[config.mk]
export PLATFORM = sky130hd
export DESIGN_NAME = time_counter
export DESIGN_NICKNAME = d
export VERILOG_FILES = /design/src/rtl/time_counter.sv
export SDC_FILE = /design/constraint.sdc
export NUM_CORES = 1
export LEC_CHECK = 0
export ABC_AREA = 1
export CORE_ASPECT_RATIO = 1.4
export CORE_UTILIZATION = 55
export CTS_BUF_LIST = sky130_fd_sc_hd__clkbuf_8
export CTS_CLUSTER_SIZE = 16
export DETAILED_ROUTE_END_ITERATION = 16
export DONT_BUFFER_PORTS = 1
export PLACE_DENSITY_LB_ADDON = 0.15
export SLEW_MARGIN = 40
export SYNTH_ARGS = -nofsm -noshare
export SYNTH_HDL_FRONTEND = slang
export SYNTH_SLANG_ARGS = --single-unit
export TNS_END_PERCENT = 20
[constraint.sdc]
create_clock -name CP -period 1.5 [get_ports CP]
set_input_delay 0.15 -clock CP [delete_from_list [all_inputs] [get_ports CP]]
set_output_delay 0.15 -clock CP [all_outputs]
set_load 0.02 [all_outputs]
[src/rtl/time_counter.sv]
// BCD hh:mm:ss timekeeping core clocked by CP; CP_1Hz_in and the adjust levels are synchronised data inputs.
// Optional 12-hour AM/PM mode with pm output is enabled by defining CLK_12H_EN.
module time_counter #(
  parameter logic [7:0] INIT_HOUR = 8'h00,
  parameter logic [7:0] INIT_MIN  = 8'h00,
  localparam int unsigned DW = 4,
  localparam int unsigned FW = 2 * DW
) (
  input  logic          CP,
  input  logic          _CR,
  input  logic          CP_1Hz_in,
  input  logic          adj_min,
  input  logic          adj_hour,
  input  logic          hold,
  output logic [DW-1:0] sec_l,
  output logic [DW-1:0] sec_h,
  output logic [DW-1:0] min_l,
  output logic [DW-1:0] min_h,
  output logic [DW-1:0] hour_l,
  output logic [DW-1:0] hour_h,
  output logic          sec_pulse,
  output logic          day_carry
`ifdef CLK_12H_EN
  ,
  output logic          pm
`endif
);

  localparam int unsigned NSYNC = 3;

  logic [NSYNC-1:0] meta_q, sync_q, prev_q;
  logic [FW-1:0]    sec_q, sec_d;
  logic [FW-1:0]    min_q, min_d;
  logic [FW-1:0]    hour_q, hour_d;
  logic             sec_pulse_q, sec_pulse_d;
  logic             day_carry_q, day_carry_d;
`ifdef CLK_12H_EN
  logic             pm_q, pm_d;
`endif

  logic tick, adj_min_e, adj_hour_e;
  logic tick_apply, any_event;
  logic sec_wrap, min_tick, min_wrap, hour_inc, hour_last;

  // 00-59 field: out-of-range digits are zeroed
  function automatic logic [FW-1:0] clean60(input logic [FW-1:0] v);
    logic [DW-1:0] h, l;
    h = (v[FW-1:DW] > 4'd5) ? 4'd0 : v[FW-1:DW];
    l = (v[DW-1:0]  > 4'd9) ? 4'd0 : v[DW-1:0];
    return {h, l};
  endfunction

  function automatic logic [FW-1:0] next60(input logic [FW-1:0] v);
    logic [FW-1:0] c;
    c = clean60(v);
    if (c != v)                return c;
    if (v == 8'h59)            return 8'h00;
    if (v[DW-1:0] == 4'd9)     return {v[FW-1:DW] + 4'd1, 4'd0};
    return {v[FW-1:DW], v[DW-1:0] + 4'd1};
  endfunction

`ifdef CLK_12H_EN
  // 12-hour field 01-12; digit 0 does not exist as an hour so corruption lands on 12
  function automatic logic [FW-1:0] clean_hour(input logic [FW-1:0] v);
    logic ok;
    ok = ((v[FW-1:DW] == 4'd0) && (v[DW-1:0] >= 4'd1) && (v[DW-1:0] <= 4'd9)) ||
         ((v[FW-1:DW] == 4'd1) && (v[DW-1:0] <= 4'd2));
    return ok ? v : 8'h12;
  endfunction

  function automatic logic [FW-1:0] next_hour(input logic [FW-1:0] v);
    logic [FW-1:0] c;
    c = clean_hour(v);
    if (c != v)                return c;
    if (v == 8'h12)            return 8'h01;
    if (v[DW-1:0] == 4'd9)     return 8'h10;
    return {v[FW-1:DW], v[DW-1:0] + 4'd1};
  endfunction
`else
  // 24-hour field 00-23
  function automatic logic [FW-1:0] clean_hour(input logic [FW-1:0] v);
    logic [DW-1:0] h, l;
    h = (v[FW-1:DW] > 4'd2) ? 4'd0 : v[FW-1:DW];
    l = ((v[DW-1:0] > 4'd9) || ((h == 4'd2) && (v[DW-1:0] > 4'd3))) ? 4'd0 : v[DW-1:0];
    return {h, l};
  endfunction

  function automatic logic [FW-1:0] next_hour(input logic [FW-1:0] v);
    logic [FW-1:0] c;
    c = clean_hour(v);
    if (c != v)                return c;
    if (v == 8'h23)            return 8'h00;
    if (v[DW-1:0] == 4'd9)     return {v[FW-1:DW] + 4'd1, 4'd0};
    return {v[FW-1:DW], v[DW-1:0] + 4'd1};
  endfunction
`endif

  // Two-flop synchronisers plus previous-value registers for edge detection
  always_ff @(posedge CP or negedge _CR) begin
    if (!_CR) begin
      meta_q <= '0;
      sync_q <= '0;
      prev_q <= '0;
    end else begin
      meta_q <= {adj_hour, adj_min, CP_1Hz_in};
      sync_q <= meta_q;
      prev_q <= sync_q;
    end
  end

  assign tick       = sync_q[0] & ~prev_q[0];
  assign adj_min_e  = sync_q[1] & ~prev_q[1];
  assign adj_hour_e = sync_q[2] & ~prev_q[2];

  always_comb begin
    sec_d       = sec_q;
    min_d       = min_q;
    hour_d      = hour_q;
    sec_pulse_d = 1'b0;
    day_carry_d = 1'b0;
`ifdef CLK_12H_EN
    pm_d        = pm_q;
    hour_last   = (hour_q == 8'h11) && pm_q;
`else
    hour_last   = (hour_q == 8'h23);
`endif
    tick_apply  = tick & ~hold;
    any_event   = tick_apply | adj_min_e | adj_hour_e;

    // An adjust in the same cycle overrides the carry into its field
    sec_wrap    = tick_apply && (sec_q == 8'h59);
    min_tick    = sec_wrap && !adj_min_e;
    min_wrap    = min_tick && (min_q == 8'h59);
    hour_inc    = adj_hour_e || min_wrap;

    if (tick_apply) begin
      sec_d       = next60(sec_q);
      sec_pulse_d = 1'b1;
    end else if (any_event) begin
      sec_d = clean60(sec_q);
    end

    if (adj_min_e || min_tick) begin
      min_d = next60(min_q);
    end else if (any_event) begin
      min_d = clean60(min_q);
    end

    if (hour_inc) begin
      hour_d = next_hour(hour_q);
`ifdef CLK_12H_EN
      if (hour_q == 8'h11) begin
        pm_d = ~pm_q;
      end
`endif
    end else if (any_event) begin
      hour_d = clean_hour(hour_q);
    end

    day_carry_d = min_wrap && !adj_hour_e && hour_last;
  end

  always_ff @(posedge CP or negedge _CR) begin
    if (!_CR) begin
      sec_q       <= '0;
      min_q       <= INIT_MIN;
      hour_q      <= INIT_HOUR;
      sec_pulse_q <= 1'b0;
      day_carry_q <= 1'b0;
`ifdef CLK_12H_EN
      pm_q        <= 1'b0;
`endif
    end else begin
      sec_q       <= sec_d;
      min_q       <= min_d;
      hour_q      <= hour_d;
      sec_pulse_q <= sec_pulse_d;
      day_carry_q <= day_carry_d;
`ifdef CLK_12H_EN
      pm_q        <= pm_d;
`endif
    end
  end

  assign sec_l     = sec_q[DW-1:0];
  assign sec_h     = sec_q[FW-1:DW];
  assign min_l     = min_q[DW-1:0];
  assign min_h     = min_q[FW-1:DW];
  assign hour_l    = hour_q[DW-1:0];
  assign hour_h    = hour_q[FW-1:DW];
  assign sec_pulse = sec_pulse_q;
  assign day_carry = day_carry_q;
`ifdef CLK_12H_EN
  assign pm        = pm_q;
`endif

endmodule
======== Word level (Yosys, flattened, before mapping) ========
Cells that the tools add are included.
operators by class
  magnitude comparators ................... 7
  eq/ne operators ......................... 13
  reductions and logical operators ........ 17
  bitwise gates (word level) .............. 10
  add/subtract/negate cells ............... 6
  multiplexer cells ....................... 58
operators by type and width
  cell                 count
  $mux 8               24
  $mux 1               28
  $add 4x1->4 const B  6
  $mux 4               6
  $ne 8x8->1           3
  $eq 8x7->1 const B   2
  $eq 4x4->1 const B   3
  $gt 4x4->1 const B   3
  $ne 4x1->1 const B   3
  $eq 8x6->1 const B   1
  $gt 4x2->1 const B   2
  $gt 4x3->1 const B   2
  $logic_and 1x1->1    6
  $reduce_and 2->1     3
  $reduce_bool 2->1    3
  $and 1x1->1          4
  $eq 4x2->1 const B   1
  $not 1->1            4
  $logic_or 1x1->1     3
  $logic_not 1->1      2
  $or 1x1->1           2
storage, ports and cells
  bits in registers ....................... 35
  output and inout bits ................... 26
  word-level logic and storage cells ...... 122

======== Depth between registers and ports, before layout ========
Gate-level depths: netlist of run 1.
  word-level depth ........................ 18
  mapped depth ............................ 13
  gate-level depth less buffers ........... 13

======== Worst setup path after synthesis of run 1 ========
OpenSTA, ideal clock, no wires.
  path kind ............................... reg-to-reg
  start point ............................. register min_q[5]
  end point ............................... register min_q[7]
  data arrival time ....................... 1.561 ns
  slack ................................... -0.184 ns
  stages on the path, launching flop included .. 13
  cells stage by stage .................... dfrtp_1 > inv_1 > ha_1 > nor2_1 > a21oi_4 > nand2_2 > inv_2 > nand2_4 > inv_4 > nand2_4 > nand2_4 > nand2_1 > o21ai_1
on the way
  longest elaborated chain between the ends .. 9
  elaborated cells between the ends (all ways) .. 20
  those cells by class .................... add/sub (1); order compare (1); eq/ne (3); mux (14); reduce/logical (1)
ends and longest elaborated chain
  item                    line  RTL
  start, declared         33    logic [FW-1:0] min_q, min_d;
  start signal, assigned  175   min_q <= min_d;
  $gt 4x3->1              48    h = (v[FW-1:DW] > 4'd5) ? 4'd0 : v[FW-1:DW];
  $mux 4                  --
  $mux 8                  56    if (c != v) return c;
  $mux 8                  57    if (v == 8'h59) return 8'h00;
  $mux 8                  58    if (v[DW-1:0] == 4'd9) return {v[FW-1:DW] + 4'd1, 4'd0};
  $mux 8                  59    return {v[FW-1:DW], v[DW-1:0] + 4'd1};
  $mux 8                  58
  $mux 8                  57
  $mux 8                  143   if (adj_min_e || min_tick) begin
Several ways; a longest one is shown, not always the timed one. The select of a mux whose other input is x is not followed.
A chain may end at the register's enable or synchronous reset.

======== Worst setup path after layout of run 1 ========
  start point ............................. register sec_q[5]
  end point ............................... register hour_q[4]
on the way
  longest elaborated chain between the ends .. 7
  elaborated cells between the ends (all ways) .. 9
  those cells by class .................... eq/ne (2); mux (1); reduce/logical (6)
ends and longest elaborated chain
  item                                                              line  RTL
  start, declared                                                   32    logic [FW-1:0] sec_q, sec_d;
  start signal, assigned                                            165   sec_q <= '0;
  start signal, assigned                                            174   sec_q <= sec_d;
  $eq 8x7->1 *                                                      131   sec_wrap = tick_apply && (sec_q == 8'h59);
  $logic_and 1x1->1 *                                               131
  $logic_and 1x1->1 *                                               132   min_tick = sec_wrap && !adj_min_e;
  $logic_and 1x1->1 *                                               133   min_wrap = min_tick && (min_q == 8'h59);
  $logic_or 1x1->1 *                                                134   hour_inc = adj_hour_e || min_wrap;
  $ne 4x1->1 (no line) / $reduce_bool 2->1 (equally long branches)  --
  $reduce_and 2->1 (no line)                                        --
  end signal, assigned                                              176   hour_q <= hour_d;
  end, declared                                                     34    logic [FW-1:0] hour_q, hour_d;
Mark *: on every way between the ends. The rest lies on a longest branch, timed or not.

==> results_tabular.tex, run 1 <==
\begin{tabular}{lr}
\hline
Metric & Value \\
\hline
\multicolumn{2}{l}{\textbf{Routing}} \\
Metal1 wirelength & $\sim$1900 microns \\
Drt drc & 0 \\
Routed wire length on met3 & about 220 microns \\
Via total after detailed routing & 1951 \\
Routed Antenna Nets & 0 \\
Routed len/inst & 13.3 microns \\
Router iterations before antenna repair & 4 \\
Final routed wirelength across all metal layers & roughly 4900 microns \\
Max layer used & met4 \\
First DRT Iteration DRCs & 67 \\
Routed vias/inst & roughly 5.3 \\
Detailed route wirelength on metal2 & 2710 microns \\
\multicolumn{2}{l}{\textbf{Yosys}} \\
Share of the yosys chip area belonging to registers & a little over two fifths \\
Post-synth cell types & 31 \\
Seq cells post-synth & 35 \\
Synthesized instance count & 259 \\
Synth warnings & 0 \\
Net count of the mapped netlist & between 200 and 300 \\
Avg Inst Size Synth & 7.83 sq um \\
Syn Std Cell Area & 2030 sq um \\
\multicolumn{2}{l}{\textbf{Timing}} \\
Share of the cycle needed by the critical path after routing & 111\% \\
Pins over their slew limit & 0 \\
Clock period minus worst slack & 1.66 ns \\
Normalized max-slew margin & 77.4\% \\
Worst-case clock skew & 0.00538 ns \\
Final Worst Setup Slack & -0.160 ns \\
Maximum clock frequency & 602 MHz \\
Least-Margin Pin Slew & around 0.34 ns \\
Hold Vio Cnt, Final & 0 \\
Setup repair after global routing missed its margin & true \\
Final worst hold slack & 0.297 ns \\
Setup violation total in the final timing report & 24 \\
\multicolumn{2}{l}{\textbf{Placement}} \\
DPL Wire Length & 3370 microns \\
Port bufs & 0 \\
Dpl cells & 347 \\
Gpl congestion & 0.821 \\
\multicolumn{2}{l}{\textbf{Layout}} \\
Area growth from synthesis to final layout & 37.3\% \\
End-of-flow core utilization & 80.9\% \\
Layout cells sized above 1 & around two fifths \\
Antenna diodes & 0 \\
Final net count & 341 \\
Finished Layout Cells & 368 \\
\multicolumn{2}{l}{\textbf{CTS}} \\
Number of buffers created by CTS & 5 \\
Sink Count & 35 \\
Clock insertion delay at the later pin of the skew report & 0.29 ns \\
Cell chosen for the clock root & sky130\_fd\_sc\_hd\_\_clkbuf\_8 \\
H-tree levels & 2 \\
TritonCTS clock tree & yes \\
Number of buffers on the longest clock path & 2 \\
Clock slew at reported path FFs & 0.08 ns \\
\multicolumn{2}{l}{\textbf{Floorplan}} \\
Placeable core region & roughly 3400 sq um \\
Placement row count & 25 \\
DIE AREA & about 4000 sq um \\
Effective utilization at floorplan & 58.9\% \\
I/O Pins & 32 \\
Die Y & 73.9 microns \\
X dimension of the die & 53.3 microns \\
\multicolumn{2}{l}{\textbf{Worst setup path}} \\
Worst EP arrival & 1.84 ns \\
Depth of the worst register-to-register path & 13 \\
End of the critical path & hour\_q[4] \\
Critical Path Source & sec\_q[5] \\
Critical-path cell list & inv\_2 -> ha\_4 -> inv\_4 -> nor2\_4 -> nand2\_4 -> nor2\_4 -> nand2\_2 -> nand2\_4 -> nand3\_4 -> nand2\_4 -> inv\_2 -> nand2\_1 -> nand2\_1 \\
Critical path buffer and inverter count & 3 \\
Setup CP Type & flip-flop to flip-flop \\
Max Fanout on Critical Path & 5 \\
Endpoint required time on the critical path & 1.68 ns \\
Slowest cell delay on critical path & 0.41 ns \\
Cell depth of the worst setup path & 13 \\
Startpoint of the worst register-to-register path & sec\_q[5] \\
Setup crit start kind & flip-flop \\
Critical-path cell with the highest stage delay & sky130\_fd\_sc\_hd\_\_dfrtp\_2 \\
Reg2reg setup slack & -0.16 ns \\
Crit-path most repeated cell & sky130\_fd\_sc\_hd\_\_nand2\_4 \\
Worst setup EP type & flip-flop \\
Cell type group with the largest total delay on the critical path & simple AND/OR/NAND/NOR gates \\
Worst reg2reg path endpoint & hour\_q[4] \\
\multicolumn{2}{l}{\textbf{Pwr}} \\
Power per Cell Area & 1260 nW/um\^{}2 \\
Overall Power & 3.50 mW \\
Peak VDD IR & 1.37 mV \\
Total leakage power & $\sim$1.4 nW \\
\multicolumn{2}{l}{\textbf{Outcome}} \\
Run status & finished, violations left \\
Violations in the final reports & setup timing \\
\multicolumn{2}{l}{\textbf{GRT}} \\
GRT Util Overall & 27.3\% \\
Largest net degree at the start of global routing & 36 \\
Global route total overflow & 0 \\
Global-route wire length before repair & around 7900 microns \\
Number of antenna violations at the first check in global routing & 0 \\
Number of global-route vias before repair & about 1900 \\
\multicolumn{2}{l}{\textbf{Flow run}} \\
Max-cap violations & 0 \\
\multicolumn{2}{l}{\textbf{Worst hold path}} \\
Class of the worst hold path & input port to async pin \\
\hline
\end{tabular}
==> metrics by stage <==
stage / setup slack (ns) / TNS (ns) / instance area (sq um)
after floorplan: -0.102 / -1.05 / 2060
after global placement: -0.0781 / -0.485 / 2470
after detailed placement: -0.213 / -1.63 / 2470
after CTS: -0.0959 / -0.957 / 2660
after global routing: -0.265 / -5.00 / 2790
final: -0.160 / -2.48 / 2790
==> cell usage in the layout (no fill, tap or decap), types with 2 or more instances in the layout <==
cell                             n
sky130_fd_sc_hd__nor2_1         18
sky130_fd_sc_hd__clkinvlp_4      2
sky130_fd_sc_hd__o21ai_1        11
sky130_fd_sc_hd__nor3_2          3
sky130_fd_sc_hd__inv_2          13
sky130_fd_sc_hd__nand2_1        58
sky130_fd_sc_hd__inv_4           3
sky130_fd_sc_hd__nor2_4          3
sky130_fd_sc_hd__buf_4          57
sky130_fd_sc_hd__ha_1            6
sky130_fd_sc_hd__nor2_2          3
sky130_fd_sc_hd__xnor2_1         2
sky130_fd_sc_hd__nand2_2        12
sky130_fd_sc_hd__dfrtp_1        30
sky130_fd_sc_hd__nand4_1         2
sky130_fd_sc_hd__ha_4            2
sky130_fd_sc_hd__dlygate4sd3_1   4
sky130_fd_sc_hd__dfrtp_2         5
sky130_fd_sc_hd__a21oi_1         3
sky130_fd_sc_hd__clkbuf_8        5
sky130_fd_sc_hd__nand3_1        27
sky130_fd_sc_hd__xor2_1          5
sky130_fd_sc_hd__nand2_4         6
sky130_fd_sc_hd__o22ai_1         4
sky130_fd_sc_hd__o21ai_0         3
sky130_fd_sc_hd__inv_1          26
sky130_fd_sc_hd__nand3_4         2
==> cells in the mapped netlist (all sizes together) <==
cell type / number / area, sq um
a21boi: 1 / 7.51
a21oi: 5 / 40.0
a31oi: 1 / 6.26
buf: 1 / 5.00
dfrtp: 35 / 876
ha: 8 / 100
inv: 42 / 160
nand2: 76 / 330
nand3: 29 / 155
nand4: 2 / 12.5
nor2: 24 / 110
nor3: 4 / 20.0
nor4: 1 / 6.26
o211ai: 1 / 7.51
o21ai: 16 / 91.3
o21bai: 1 / 7.51
o22ai: 4 / 25.0
or2: 1 / 6.26
xnor2: 2 / 17.5
xor2: 5 / 43.8
==> layer usage <==
metal | up-vias | global-route usage, %
li1 | 962 | -
met4 | 0 | 12.0
met1 | 924 | 30.8
met2 | 55 | 47.6
met5 | - | 0
met3 | 10 | 6.21
==> area by class of cell <==
class                      instances  area (sq um)
inverter                          42           165
tap                               40          50.0
clock inverter                     3          23.8
timing repair buffer              62           488
multi-input combinational        181          1110
fill                             226           656
clock buffer                       5          68.8
sequential                        35           882
==> power breakdown <==
group	switching (mW)	leakage, nW	internal (mW)	total [mW]
clock network	0.387	0.0408	0.332	0.720
registers	0.134	0.442	1.11	1.25
logic	0.915	0.945	0.622	1.54
==> worst min-delay path by stage <==
stage / end / slack, ns / start / cells past startpoint
after floorplan: day_carry / -0.15 / _CR / 0
after global placement: min_q[7] / -0.14 / _CR / 0
after detailed placement: min_q[7] / -0.14 / _CR / 0
after CTS: min_q[7] / 0.31 / _CR / 2
after global routing: min_q[7] / 0.33 / _CR / 2
final: min_q[7] / 0.30 / _CR / 2
==> what timing repair did <==
| action | 4_1_cts | 5_1_grt |
|---|---|---|
| setup buffers | 1 | 7 |
| cloned | 0 | 0 |
| endpoints found under the setup margin | 23 | 25 |
| gates resized for setup | 7 | 20 |
| hold buffers | 5 | 0 |
| pin swaps | 3 | 11 |
| hold endpoints to repair | 38 | 0 |
==> cell families after synthesis <==
| logic type | share of synthesized area (%) |
|---|---|
| AND/OR/NAND/NOR | 31.6 |
| buffers and inverters | 8.14 |
| flip-flops | 43.2 |
| AO/OA/AOI/OAI | 9.13 |
| adder cells (fa/ha/maj) | 4.94 |
| XOR/XNOR | 3.02 |
==> registers in the layout, indices dropped and copies added, names as in the netlist <==
signal	count
sec_pulse	1
hour_q	8
sec_q	8
meta_q	3
prev_q	3
sync_q	3
min_q	8
day_carry	1
Note: power is estimated with default switching activity, not from simulation.
==> run 2, diff against run 1 <==
--- a/config.mk
+++ b/config.mk
@@ -12,6 +12,7 @@
 export CTS_CLUSTER_SIZE = 16
 export DETAILED_ROUTE_END_ITERATION = 16
 export DONT_BUFFER_PORTS = 1
+export HOLD_SLACK_MARGIN = 0.03
 export PLACE_DENSITY_LB_ADDON = 0.15
 export SLEW_MARGIN = 40
 export SYNTH_ARGS = -nofsm -noshare
==> constraint.sdc (replaced) <==
create_clock -name CP -period 2.07 [get_ports CP]
set_input_delay 0.207 -clock CP [delete_from_list [all_inputs] [get_ports CP]]
set_output_delay 0.207 -clock CP [all_outputs]
set_load 0.02 [all_outputs]
==> results_tabular.tex, run 2 (synthesis gave the netlist of run 1 again) <==
\begin{tabular}{lr}
\hline
Metric & Value \\
\hline
\multicolumn{2}{l}{\textbf{Placement}} \\
Dpl cells & 307 (-12\%) \\
Worst slack at placement & 0.359 ns (+0.573 ns) \\
Port bufs & 0 (unchanged) \\
Instance area at placement & 2140 sq um (-13\%) \\
DPL Wire Length & 2830 microns (-16\%) \\
Gpl congestion & 0.835 (+1.7\%) \\
\multicolumn{2}{l}{\textbf{Floorplan}} \\
Placeable core region & 3440 sq um (unchanged) \\
Die Y & 73.9 microns (unchanged) \\
DIE AREA & 3940 sq um (unchanged) \\
Effective utilization at floorplan & 58.9\% (unchanged) \\
I/O Pins & 32 (unchanged) \\
X dimension of the die & 53.3 microns (unchanged) \\
Placement row count & 25 (unchanged) \\
\multicolumn{2}{l}{\textbf{CTS}} \\
H-tree levels & 2 (unchanged) \\
Cell chosen for the clock root & sky130\_fd\_sc\_hd\_\_clkbuf\_8 \\
Clock slew at reported path FFs & 0.08 ns (about the same) \\
TritonCTS clock tree & yes \\
Number of buffers created by CTS & 5 (unchanged) \\
Sink Count & 35 (unchanged) \\
Number of buffers on the longest clock path & 2 (unchanged) \\
Clock insertion delay at the later pin of the skew report & 0.30 ns (about the same) \\
\multicolumn{2}{l}{\textbf{Timing}} \\
Final Worst Setup Slack & 0.331 ns (+0.491 ns) \\
Hold Vio Cnt, Final & 0 (unchanged) \\
Clock period minus worst slack & 1.74 ns (+0.0788 ns) \\
Worst-case clock skew & 0.00554 ns (+0.000155 ns) \\
Share of the cycle needed by the critical path after routing & 84.0\% (-27 points) \\
Normalized max-slew margin & 75.1\% (-2.3 points) \\
Maximum clock frequency & 575 MHz (-4.5\%) \\
Setup repair after global routing missed its margin & false \\
Setup violation total in the final timing report & 0 (-100\%) \\
Pins over their slew limit & 0 (unchanged) \\
Setup TNS Final & 0 ns (+2.48 ns) \\
Least-Margin Pin Slew & 0.373 ns (+0.0356 ns) \\
Final worst hold slack & 0.352 ns (+0.0547 ns) \\
\multicolumn{2}{l}{\textbf{GRT}} \\
GRT Util Overall & 22.7\% (-4.6 points) \\
Number of global-route vias before repair & 1540 (-17\%) \\
Number of antenna violations at the first check in global routing & 0 (unchanged) \\
Global route total overflow & 0 (unchanged) \\
Largest net degree at the start of global routing & 36 (unchanged) \\
Global-route wire length before repair & 6440 microns (-18\%) \\
\multicolumn{2}{l}{\textbf{Layout}} \\
Area growth from synthesis to final layout & 13.1\% \\
Antenna diodes & 0 (unchanged) \\
Finished Layout Cells & 320 (-13\%) \\
Commonest non-fill, non-tap cells in the layout & sky130\_fd\_sc\_hd\_\_nand2\_1 (66), sky130\_fd\_sc\_hd\_\_dfrtp\_1 (35), sky130\_fd\_sc\_hd\_\_inv\_1 (30) \\
Registers with the most flip-flops & hour\_q (8), min\_q (8), sec\_q (8) \\
End-of-flow core utilization & 66.7\% (-14 points) \\
Final net count & 293 (-14\%) \\
Leading cell type in the layout, fill and taps excluded & sky130\_fd\_sc\_hd\_\_nand2\_1 \\
Layout cells sized above 1 & 17.9\% (-20 points) \\
Final design area excluding fillers & 2290 sq um (-18\%) \\
\multicolumn{2}{l}{\textbf{Worst setup path}} \\
Max Fanout on Critical Path & 7 (+2) \\
Setup CP Type & flip-flop to flip-flop \\
Worst setup EP type & flip-flop \\
Setup crit start kind & flip-flop \\
Worst EP arrival & 1.93 ns (+0.09 ns) \\
Endpoint required time on the critical path & 2.26 ns (+0.58 ns) \\
\multicolumn{2}{l}{\textbf{Routing}} \\
Drt drc & 0 (unchanged) \\
First DRT Iteration DRCs & 32 (-52\%) \\
Via total after detailed routing & 1669 (-14\%) \\
Routed vias/inst & 5.22 (-1.6\%) \\
Routed Antenna Nets & 0 (unchanged) \\
Router iterations before antenna repair & 4 (unchanged) \\
Routed len/inst & 12.2 microns (-8.6\%) \\
Final routed wirelength across all metal layers & 3900 microns (-21\%) \\
\multicolumn{2}{l}{\textbf{Pwr}} \\
Overall Power & 2.23 mW (-36\%) \\
Peak VDD IR & 0.837 mV (-39\%) \\
Power per Cell Area & 972 nW/um\^{}2 (-23\%) \\
Total leakage power & 1.17 nW (-18\%) \\
\multicolumn{2}{l}{\textbf{Worst hold path}} \\
Class of the worst hold path & input port to async pin \\
\multicolumn{2}{l}{\textbf{Flow run}} \\
Max-cap violations & 0 (unchanged) \\
\multicolumn{2}{l}{\textbf{Outcome}} \\
Run status & finished, final reports clean \\
\hline
\end{tabular}
-- run 2: cell types whose count changed in the layout (fill, tap and decap cells not counted), sizes merged --
| cell | before | now |
|---|---|---|
| buf | 58 | 10 |
-- run 2: path summary, 6_finish.rpt --
check	start	endpoint	slack, ns	cells past startpoint
min reg2reg	meta_q[0]	sync_q[0]	0.36	0
max	min_q[4]	min_q[6]	0.33	13
max in group asynchronous	_CR	hour_q[4]	1.54	2
min in group CP	hold	sec_pulse	0.36	3
max reg2reg	min_q[4]	min_q[6]	0.33	13
min	_CR	min_q[7]	0.35	2
-- run 2: final cells by class --
class | count | area, sq um
repair buffers | 14 | 128
clock inverters | 3 | 23.8
well taps | 40 | 50.0
inverters | 42 | 160
fillers | 314 | 1150
flip-flops and latches | 35 | 876
clock buffers | 5 | 68.8
multi-input cells | 181 | 987
-- run 2: report_power, final --
| group | internal, mW | switching, mW | total (mW) | leakage, nW |
|---|---|---|---|---|
| Clock | 0.240 | 0.280 | 0.521 | 0.0408 |
| Sequential | 0.802 | 0.249 | 1.05 | 0.451 |
| Combinational | 0.243 | 0.415 | 0.658 | 0.677 |
-- run 2: layer usage --
layer,routed length (microns),track usage (%),share of wire [%]
met5,0,0,0
met4,87,9.06,2.2
met3,196,7.66,5.0
met2,1900,37.4,49
met1,1720,26.5,44
-- run 2: worst max-delay path: stages (launching register included) --
cell	delay, ns
sky130_fd_sc_hd__dfrtp_1	0.45
sky130_fd_sc_hd__inv_1	0.10
sky130_fd_sc_hd__ha_1	0.14
sky130_fd_sc_hd__inv_1	0.06
sky130_fd_sc_hd__a21oi_4	0.23
sky130_fd_sc_hd__nand2_2	0.12
sky130_fd_sc_hd__inv_2	0.08
sky130_fd_sc_hd__nand2_4	0.07
sky130_fd_sc_hd__inv_4	0.08
sky130_fd_sc_hd__nand2_4	0.06
sky130_fd_sc_hd__nand2_4	0.08
sky130_fd_sc_hd__inv_2	0.05
sky130_fd_sc_hd__nand2_1	0.05
sky130_fd_sc_hd__nand2_1	0.04
-- run 2: timing repair --
action                                 4_1_cts  5_1_grt
hold buffers                                 5        0
setup buffers                                0        0
endpoints found under the hold margin       38        0
resized for setup                            0        0
==> run 3, diff against run 2 <==
==> constraint.sdc (replaced) <==
create_clock -name CP -period 1.55 [get_ports CP]
set_input_delay 0.155 -clock CP [delete_from_list [all_inputs] [get_ports CP]]
set_output_delay 0.155 -clock CP [all_outputs]
set_load 0.02 [all_outputs]
==> results_tabular.tex, run 3 (synthesis gave the netlist of run 1 again) <==
\begin{tabular}{lr}
\hline
Metric & Value \\
\hline
\multicolumn{2}{l}{\textbf{Placement}} \\
Gpl congestion & 0.855 (+2.4\%) \\
DPL Wire Length & 3090 microns (+9.3\%) \\
Dpl cells & 340 (+11\%) \\
Worst slack at placement & -0.110 ns (-0.469 ns) \\
Port bufs & 0 (unchanged) \\
\multicolumn{2}{l}{\textbf{Timing}} \\
Hold Vio Cnt, Final & 0 (unchanged) \\
Share of the cycle needed by the critical path after routing & 108\% (+24 points) \\
Clock period minus worst slack & 1.67 ns (-0.0680 ns) \\
Setup TNS Final & -0.766 ns (-0.766 ns) \\
Worst-case clock skew & 0.00210 ns (-0.00344 ns) \\
Pins over their slew limit & 0 (unchanged) \\
Setup repair after global routing missed its margin & true \\
Normalized max-slew margin & 78.5\% (+3.4 points) \\
Final worst hold slack & 0.354 ns (+0.00178 ns) \\
Least-Margin Pin Slew & 0.321 ns (-0.0517 ns) \\
Setup violation total in the final timing report & 17 (+17) \\
Final Worst Setup Slack & -0.121 ns (-0.452 ns) \\
Maximum clock frequency & 599 MHz (+4.1\%) \\
\multicolumn{2}{l}{\textbf{Outcome}} \\
Run status & finished, violations left \\
Violations in the final reports & setup timing \\
\multicolumn{2}{l}{\textbf{Worst hold path}} \\
Startpoint of the tightest hold check path & meta\_q[1] \\
Class of the worst hold path & flip-flop to flip-flop \\
Worst hold path cell count & 0 \\
Hold-critical path endpoint & sync\_q[1] \\
\multicolumn{2}{l}{\textbf{Layout}} \\
Sequential cell area & 882 sq um (+0.71\%) \\
Leading cell type in the layout, fill and taps excluded & sky130\_fd\_sc\_hd\_\_nand2\_1 \\
Layout cells sized above 1 & 33.4\% (+16 points) \\
Commonest non-fill, non-tap cells in the layout & sky130\_fd\_sc\_hd\_\_nand2\_1 (62), sky130\_fd\_sc\_hd\_\_buf\_4 (43), sky130\_fd\_sc\_hd\_\_dfrtp\_1 (30) \\
Registers with the most flip-flops & hour\_q (8), min\_q (8), sec\_q (8) \\
Final net count & 327 (+12\%) \\
Multi-input combinational cell area & 1080 sq um (+9.9\%) \\
Area growth from synthesis to final layout & 31.2\% \\
Finished Layout Cells & 354 (+11\%) \\
Antenna diodes & 0 (unchanged) \\
Number of inserted filler cells in the final layout & 257 (-18\%) \\
\multicolumn{2}{l}{\textbf{Routing}} \\
Final routed wirelength across all metal layers & 4680 microns (+20\%) \\
Routed vias/inst & 5.27 (+1.1\%) \\
First DRT Iteration DRCs & 48 (+50\%) \\
Via total after detailed routing & 1867 (+12\%) \\
Routed Antenna Nets & 0 (unchanged) \\
Router iterations before antenna repair & 4 (unchanged) \\
Drt drc & 0 (unchanged) \\
Routed len/inst & 13.2 microns (+8.4\%) \\
\multicolumn{2}{l}{\textbf{Pwr}} \\
Peak VDD IR & 1.33 mV (+59\%) \\
Power per Cell Area & 1230 nW/um\^{}2 (+27\%) \\
Overall Power & 3.29 mW (+47\%) \\
Total leakage power & 1.36 nW (+16\%) \\
\multicolumn{2}{l}{\textbf{GRT}} \\
Global route total overflow & 0 (unchanged) \\
Number of antenna violations at the first check in global routing & 0 (unchanged) \\
Global-route wire length before repair & 7550 microns (+17\%) \\
GR met1 Demand/Resource & 27.7\% (+1.2 points) \\
GRT Util Overall & 26.5\% (+3.8 points) \\
Largest net degree at the start of global routing & 36 (unchanged) \\
Number of global-route vias before repair & 1829 (+19\%) \\
Global-route track usage on met3 & 6.63\% (-1.0 points) \\
GR Layer Usage met2 & 47.6\% (+10 points) \\
Highest-utilization routing layer at the global route stage & met2 \\
\multicolumn{2}{l}{\textbf{Worst setup path}} \\
Startpoint of the worst register-to-register path & sec\_q[4] \\
Reg2reg setup slack & -0.12 ns (-0.45 ns) \\
Worst reg2reg path endpoint & sec\_q[3] \\
Setup crit start kind & flip-flop \\
Depth of the worst register-to-register path & 11 (-2) \\
Worst setup EP type & flip-flop \\
Max Fanout on Critical Path & 4 (-3) \\
Setup CP Type & flip-flop to flip-flop \\
Endpoint required time on the critical path & 1.73 ns (-0.53 ns) \\
Worst EP arrival & 1.85 ns (-0.08 ns) \\
\multicolumn{2}{l}{\textbf{CTS}} \\
H-tree levels & 2 (unchanged) \\
Number of buffers on the longest clock path & 2 (unchanged) \\
TritonCTS clock tree & yes \\
Sink Count & 35 (unchanged) \\
Clock slew at reported path FFs & 0.08 ns (about the same) \\
Number of buffers created by CTS & 5 (unchanged) \\
Cell chosen for the clock root & sky130\_fd\_sc\_hd\_\_clkbuf\_8 \\
Clock insertion delay at the later pin of the skew report & 0.29 ns (about the same) \\
\multicolumn{2}{l}{\textbf{Floorplan}} \\
Effective utilization at floorplan & 58.9\% (unchanged) \\
DIE AREA & 3940 sq um (unchanged) \\
Placeable core region & 3440 sq um (unchanged) \\
X dimension of the die & 53.3 microns (unchanged) \\
Placement row count & 25 (unchanged) \\
Die Y & 73.9 microns (unchanged) \\
I/O Pins & 32 (unchanged) \\
\multicolumn{2}{l}{\textbf{Flow run}} \\
Max-cap violations & 0 (unchanged) \\
\hline
\end{tabular}
run 3: area by class of cell:
type,count,share of cell area (%)
sequential,35,33.1
inverter,42,6.30
multi-input combinational,181,40.8
clock inverter,3,0.940
clock buffer,5,2.59
tap,40,1.88
timing repair buffer,48,14.4
run 3: through the flow:
stage	util (%)	area, sq um
floorplan	-	2060
global placement	70.4	2420
detailed placement	70.4	2420
CTS	76.0	2620
global route	77.3	2660
finish	77.3	2660
run 3: worst max-delay path by stage:
stage | from | end | cells past startpoint
after floorplan | sec_q[5] | min_q[4] | 13
after global placement | sec_q[4] | sec_q[3] | 11
after detailed placement | sec_q[4] | sec_q[3] | 11
after CTS | sec_q[5] | min_q[4] | 13
after global routing | sec_q[4] | sec_q[6] | 12
final | sec_q[4] | sec_q[3] | 11
run 3: layer usage:
layer | vias up | wire length, microns
li1 | 930 | -
met1 | 874 | 1780
met2 | 52 | 2520
met3 | 11 | 240
met4 | 0 | 142
met5 | - | 0
run 3: report_power, final:
| group | internal (mW) | switching, mW | total [mW] |
|---|---|---|---|
| logic | 0.540 | 0.860 | 1.40 |
| clock network | 0.321 | 0.355 | 0.676 |
| registers | 1.08 | 0.132 | 1.21 |
run 3: critical path, stage by stage (launching register included):
cell and delay (ns):
sky130_fd_sc_hd__dfrtp_2 0.44, sky130_fd_sc_hd__inv_2 0.07, sky130_fd_sc_hd__ha_1 0.15, sky130_fd_sc_hd__inv_2 0.05, sky130_fd_sc_hd__a31oi_4 0.17, sky130_fd_sc_hd__nand2_2 0.11
sky130_fd_sc_hd__nor2_4 0.17, sky130_fd_sc_hd__inv_4 0.07, sky130_fd_sc_hd__o21ai_4 0.07, sky130_fd_sc_hd__nand2_1 0.11, sky130_fd_sc_hd__o21ai_1 0.11, sky130_fd_sc_hd__inv_1 0.05
run 3: what timing repair did:
action	in CTS	in global routing
pin swaps	1	0
hold endpoints to repair	38	0
gates cloned	0	0
resized for setup	9	11
hold buffers	5	0
setup endpoints to repair	13	24
setup buffers	1	0
